`config.mk`:
```
export PLATFORM = sky130hd
export DESIGN_NAME = cam_stream_source
export DESIGN_NICKNAME = d
export VERILOG_FILES = /design/src/rtl/cam_stream_source.sv
export SDC_FILE = /design/constraint.sdc
export NUM_CORES = 1
export LEC_CHECK = 0
export CORE_AREA = 10 10 232 234
export DETAILED_ROUTE_END_ITERATION = 7
export DIE_AREA = 0 0 242 244
export GPL_TIMING_DRIVEN = 0
export SLEW_MARGIN = 20
export SYNTH_ARGS = -nofsm -noshare
export SYNTH_HDL_FRONTEND = slang
export SYNTH_SLANG_ARGS = --single-unit
```
`constraint.sdc`:
```
create_clock -name clk_clk -period 4 [get_ports clk_clk]
set_clock_uncertainty 0.15 [all_clocks]
set_input_delay 0.8 -clock clk_clk [delete_from_list [all_inputs] [get_ports clk_clk]]
set_output_delay 0.8 -clock clk_clk [all_outputs]
set_load 0.01 [all_outputs]
```
`src/rtl/cam_stream_source.sv`:
```
// rtl/cam_stream_source.sv - camera pixel bus to packetised video stream with show-ahead FIFO
module cam_stream_source #(
  parameter int FRAME_WIDTH  = 640,
  parameter int FRAME_HEIGHT = 480,
  parameter int FIFO_DEPTH   = 16,
  parameter int DATA_WIDTH   = 30
) (
  input  logic                  clk_clk,
  input  logic                  reset_reset,
  input  logic                  cam_frame_valid,
  input  logic                  cam_pixel_valid,
  input  logic [DATA_WIDTH-1:0] cam_pixel_data,
  output logic                  src_startofpacket,
  output logic                  src_endofpacket,
  output logic                  src_valid,
  input  logic                  src_ready,
  output logic [DATA_WIDTH-1:0] src_data,
  input  logic                  clear_status,
  output logic                  overflow,
  output logic                  frame_error
);

  localparam int TOTAL = FRAME_WIDTH * FRAME_HEIGHT;
  localparam int CW    = (TOTAL > 1) ? $clog2(TOTAL) : 1;
  localparam int AW    = $clog2(FIFO_DEPTH);
  localparam int EW    = DATA_WIDTH + 2;

  localparam logic [CW-1:0] LAST_PIX = CW'(TOTAL - 1);
  localparam logic [CW-1:0] CNT_ONE  = CW'(1);
  localparam logic [AW:0]   PTR_ONE  = (AW + 1)'(1);

  typedef enum logic [2:0] {
    WAIT_LOW,
    ARMED,
    STREAM,
    CLOSE,
    WAIT_END
  } state_t;

  state_t        state;
  logic [CW-1:0] count;
  logic          complete;
  logic          cam_frame_valid_d;

  // Each FIFO entry is {data, sop, eop}
  logic [EW-1:0] mem [FIFO_DEPTH];
  logic [AW:0]   wr_ptr;
  logic [AW:0]   rd_ptr;
  logic          full;
  logic          empty;
  logic          pop;
  logic [EW-1:0] head;

  logic          pixel;
  logic          rise;
  logic          capture;
  logic          wr_en;
  logic [EW-1:0] wr_word;

  assign empty = (wr_ptr == rd_ptr);
  assign full  = (wr_ptr[AW] != rd_ptr[AW]) && (wr_ptr[AW-1:0] == rd_ptr[AW-1:0]);
  assign head  = mem[rd_ptr[AW-1:0]];
  assign pop   = !empty && src_ready;

  // Head entry is presented directly; blanked while the FIFO is empty
  assign src_valid         = !empty;
  assign src_data          = empty ? '0 : head[EW-1:2];
  assign src_startofpacket = !empty && head[1];
  assign src_endofpacket   = !empty && head[0];

  // Decode the FIFO write for this cycle: a captured pixel or the closing filler beat
  always_comb begin
    pixel   = cam_frame_valid && cam_pixel_valid;
    rise    = cam_frame_valid && !cam_frame_valid_d;
    capture = (state == STREAM) || ((state == ARMED) && rise);
    wr_en   = 1'b0;
    wr_word = '0;
    if (capture && pixel && !full) begin
      wr_en   = 1'b1;
      wr_word = {cam_pixel_data, (count == '0), (count == LAST_PIX)};
    end else if ((state == CLOSE) && !full) begin
      wr_en   = 1'b1;
      wr_word = {{DATA_WIDTH{1'b0}}, 1'b0, 1'b1};
    end
  end

  // FIFO storage; contents are qualified by the pointers so no reset is needed
  always_ff @(posedge clk_clk) begin
    if (wr_en) begin
      mem[wr_ptr[AW-1:0]] <= wr_word;
    end
  end

  // Write pointer advances on every accepted write
  always_ff @(posedge clk_clk or posedge reset_reset) begin
    if (reset_reset) begin
      wr_ptr <= '0;
    end else if (wr_en) begin
      wr_ptr <= wr_ptr + PTR_ONE;
    end
  end

  // Read pointer advances when the sink takes the head beat
  always_ff @(posedge clk_clk or posedge reset_reset) begin
    if (reset_reset) begin
      rd_ptr <= '0;
    end else if (pop) begin
      rd_ptr <= rd_ptr + PTR_ONE;
    end
  end

  // Frame tracking FSM, pixel counter and sticky status flags (a set beats a same-cycle clear)
  always_ff @(posedge clk_clk or posedge reset_reset) begin
    if (reset_reset) begin
      state             <= WAIT_LOW;
      count             <= '0;
      complete          <= 1'b0;
      cam_frame_valid_d <= 1'b1;
      overflow          <= 1'b0;
      frame_error       <= 1'b0;
    end else begin
      cam_frame_valid_d <= cam_frame_valid;
      if (clear_status) begin
        overflow    <= 1'b0;
        frame_error <= 1'b0;
      end
      case (state)
        WAIT_LOW: begin
          if (!cam_frame_valid) begin
            state <= ARMED;
          end
        end
        ARMED, STREAM: begin
          if (capture) begin
            if (pixel) begin
              if (full) begin
                overflow <= 1'b1;
                state    <= CLOSE;
              end else if (count == LAST_PIX) begin
                count    <= '0;
                complete <= 1'b1;
                state    <= WAIT_END;
              end else begin
                count <= count + CNT_ONE;
                state <= STREAM;
              end
            end else if (!cam_frame_valid) begin
              if (count != '0) begin
                frame_error <= 1'b1;
                state       <= CLOSE;
              end else begin
                state <= ARMED;
              end
            end else begin
              state <= STREAM;
            end
          end
        end
        CLOSE: begin
          if (!full) begin
            count    <= '0;
            complete <= 1'b0;
            state    <= WAIT_END;
          end
        end
        WAIT_END: begin
          if (pixel && complete) begin
            frame_error <= 1'b1;
          end
          if (!cam_frame_valid) begin
            state <= ARMED;
          end
        end
        default: begin
          state <= WAIT_LOW;
        end
      endcase
    end
  end

endmodule

```
==> key figures <==
Die
  – Die W: 242 um
  – Chip height: roughly 240 um
  – Top-level port count: 71
  – # rows: 82
  – Starting Density: 0.443
  – Core area: between 0.04 and 0.05 mm^2
  – Die area: approximately 0.059 mm^2

STA
  – Final worst slack: -71.4 ps
  – Clock period minus final worst setup slack: 4070 ps
  – Max-slew violation count: 0
  – Worst-Margin Slew: ~1000 ps
  – Final setup fails: 4
  – Fmax: 246 MHz
  – Slew Limit Headroom: 0.313
  – RSZ-0062 raised after global routing: yes
  – Setup TNS: -209 ps
  – Hold Vio Cnt, Final: 0
  – Fin crit share: 1.02

Yosys
  – Post-synth EDFFs: just over 500
  – Biggest area consumer among synthesized cells: edfxtp_1
  – Synth top area share: 0.702
  – Seq/Total Area, Yosys: 0.743
  – Most area-consuming cells after synthesis: edfxtp_1 70%, mux4_2 16%, dfrtp_1 4.0%
  – Async SR Flop Fraction: 0.0657
  – Predominant post-synthesis flop cell: edfxtp_1
  – Yosys Warn Count: 0
  – Mapped Area: 0.0219 mm^2
  – Library cells used by synthesis: 60
  – Syn nets: 1073
  – Synth Register Bits: around 550
  – Cell count after synthesis: between 1000 and 1500
  – Avg Inst Size Synth: 21.3 um^2

Placed design
  – GPL Wtd Cong: ~0.79
  – DPL Wire Length: about 29 mm
  – Pre-CTS WS: -351 ps
  – Number of port buffers: 70

Layout
  – Filler cell count: 3939
  – Commonest non-fill, non-tap cell in the layout: edfxtp_1
  – Commonest non-fill, non-tap cells in the layout: 512 x edfxtp_1, 158 x mux4_2, 62 x and2_1
  – Antenna cells: 0
  – Area of the multi-input gates: around 0.0053 mm^2
  – Layout Nets: 1228
  – Share of layout cells above drive strength 1: 0.275
  – FF/Latch Area: 0.0163 mm^2
  – Area growth syn-to-layout: 18.1%

Worst setup path
  – CP Class: reg2out
  – Max Fanout on Critical Path: 10
  – Reg2reg start: rd_ptr[0]$_DFFE_PP0P_
  – Top Family by Delay on Critical Path: multiplexers
  – Slowest-stage cell, CP: mux4_2
  – Setup slack, reg-to-reg: 640 ps
  – Cell mode on critical path: mux4_2
  – CP max stage delay: 560 ps
  – Buf+Inv Stages, Crit Path: 3
  – FF-to-FF End: mem[12][26]$_DFFE_PP_
  – Crit path cell chain: buf_6 > buf_4 > mux4_2 > mux4_2 > and2_1 > clkdlybuf4s50_1
  – Arrival @ worst endpoint: 3120 ps
  – R2R cell count: 8
  – Startpoint types: flip-flop
  – Worst Path Required: 3050 ps
  – CP Capture Type: primary output

Route
  – Remaining DRCs: 0
  – DRT iter0 DRCs: roughly 1100
  – Post-DRT Antenna Nets: 0
  – First-pass DRT Iterations: 5
  – WL/cell: 26.6 um
  – Via-to-Cell Ratio: 5.65
  – Via count: 10800
  – Detailed-route wire length: approximately 51 mm

Global route
  – Initial antenna violation count: 1
  – GRT Total Usage: 0.171
  – Largest net degree at the start of global routing: 34
  – Global-route wire length before repair: 74.8 mm
  – Global route overflow: 0
  – Vias in the first global route: 11200

Clock tree
  – CTS HTree Levels: 2
  – Worst-path clk slew: 60 ps
  – Max clock buf depth: 3
  – CTS tree: done
  – CTS Hold Bufs: 0
  – Clk_lat worst skew: 610 ps
  – Root Buffer: clkbuf_16
  – CTS sink count: 548
  – Num CTS Buffers: between 50 and 60

Power and ir drop
  – Power per cell area: 707 mW/mm^2
  – Leakage: ~8.5 nW
  – Max IR drop VDD: 0.000360 V

Min path
  – HP Class: in2async

Outcome
  – Failing checks: negative setup slack
  – Run status: complete, but fails checks

Job
  – Max-cap viol count: 0
-- layout make-up --
class | count | share of cell area
well taps | 672 | 0.0325
plain buffers | 54 | 0.0210
flip-flops and latches | 548 | 0.629
clock buffers | 71 | 0.0572
repair buffers | 100 | 0.0412
inverters | 16 | 0.00247
clock inverters | 34 | 0.0111
multi-input cells | 409 | 0.205
-- worst reg2reg max path: stages (launching register included) --
cell	delay, ps
dfrtp_1	390
buf_6	150
buf_16	150
xnor2_1	140
nand4_1	210
nor2_1	150
and4bb_2	490
clkbuf_1	650
and2_1	590
-- how the worst max path moves through the flow --
stage,startpoint,endpoint,slack [ps],cells after the start
2_1_floorplan,cam_frame_valid,mem[3][0]$_DFFE_PP_,420,7
3_3_place_gp,cam_frame_valid,mem[3][16]$_DFFE_PP_,-2110,8
3_5_place_dp,rd_ptr[1]$_DFFE_PP0P_,src_data[0],-350,7
4_1_cts,rd_ptr[0]$_DFFE_PP0P_,src_data[25],-130,7
5_1_grt,rd_ptr[0]$_DFFE_PP0P_,src_data[25],-210,6
6_report,rd_ptr[0]$_DFFE_PP0P_,src_data[25],-70,6
-- sequential cells by signal (all words and copies together) (netlist names) --
signal,flops
rd_ptr,5
cam_frame_valid_d,1
wr_ptr,5
count,19
complete,1
overflow,1
state,3
frame_error,1
mem,512
-- synthesized netlist by cell type (all sizes together), types with 2 or more instances --
| cell | count |
|---|---|
| a21oi | 10 |
| a221o | 2 |
| a22o | 3 |
| a2bb2oi | 2 |
| and2 | 64 |
| and3 | 19 |
| and4 | 3 |
| buf | 30 |
| clkbuf | 27 |
| dfrtp | 35 |
| edfxtp | 512 |
| ha | 7 |
| inv | 16 |
| mux2i | 2 |
| mux4 | 160 |
| nand2 | 20 |
| nand3 | 11 |
| nand4 | 7 |
| nand4b | 2 |
| nor2 | 18 |
| nor2b | 5 |
| nor3 | 7 |
| nor4 | 3 |
| o21a | 3 |
| o21ai | 16 |
| o31ai | 4 |
| or4 | 6 |
| xnor2 | 10 |
| xor2 | 3 |
-- metal layers --
| metal | vias up | GRT usage | wire length (um) |
|---|---|---|---|
| met1 | 5752 | 0.243 | 22600 |
| met2 | 341 | 0.274 | 24400 |
| met5 | - | 0 | 0 |
| met4 | 0 | 0.0414 | 937 |
| li1 | 4601 | - | - |
| met3 | 68 | 0.0287 | 2730 |
-- logic make-up (layout without fill, tap and decap cells) --
kind of cell,after synthesis,after routing,synth area share
AO/OA/AOI/OAI,55,55,0.0170
AND/OR/NAND/NOR,170,170,0.0455
flip-flops,548,548,0.743
buffers and inverters,73,275,0.0175
XOR/XNOR,13,13,0.00520
multiplexers,163,163,0.167
adder cells (fa/ha/maj),8,8,0.00446
-- where the power goes --
part	internal (mW)	leakage [nW]	switching (mW)
clock network	2.87	0.866	2.15
logic	3.24	2.48	3.03
registers	6.77	5.18	0.228
-- per-stage QoR --
step,util,cells,power [mW],instance area (um^2),hold slack (ps)
4_1_cts,0.521,1892,18.4,25800,350
6_report,0.523,1904,18.3,25900,358
5_1_grt,0.523,1904,19.1,25900,353
3_5_place_dp,0.479,1780,13.2,23700,330
2_1_floorplan,-,1030,10.8,21900,312
3_3_place_gp,0.474,1772,13.1,23400,329
-- what timing repair did --
item | CTS | global route
gates cloned | 2 | 0
endpoints found under the setup margin | 33 | 17
setup buffers | 8 | 12
gates resized for setup | 120 | 34
No activity file was read; power rests on OpenSTA's default activity.
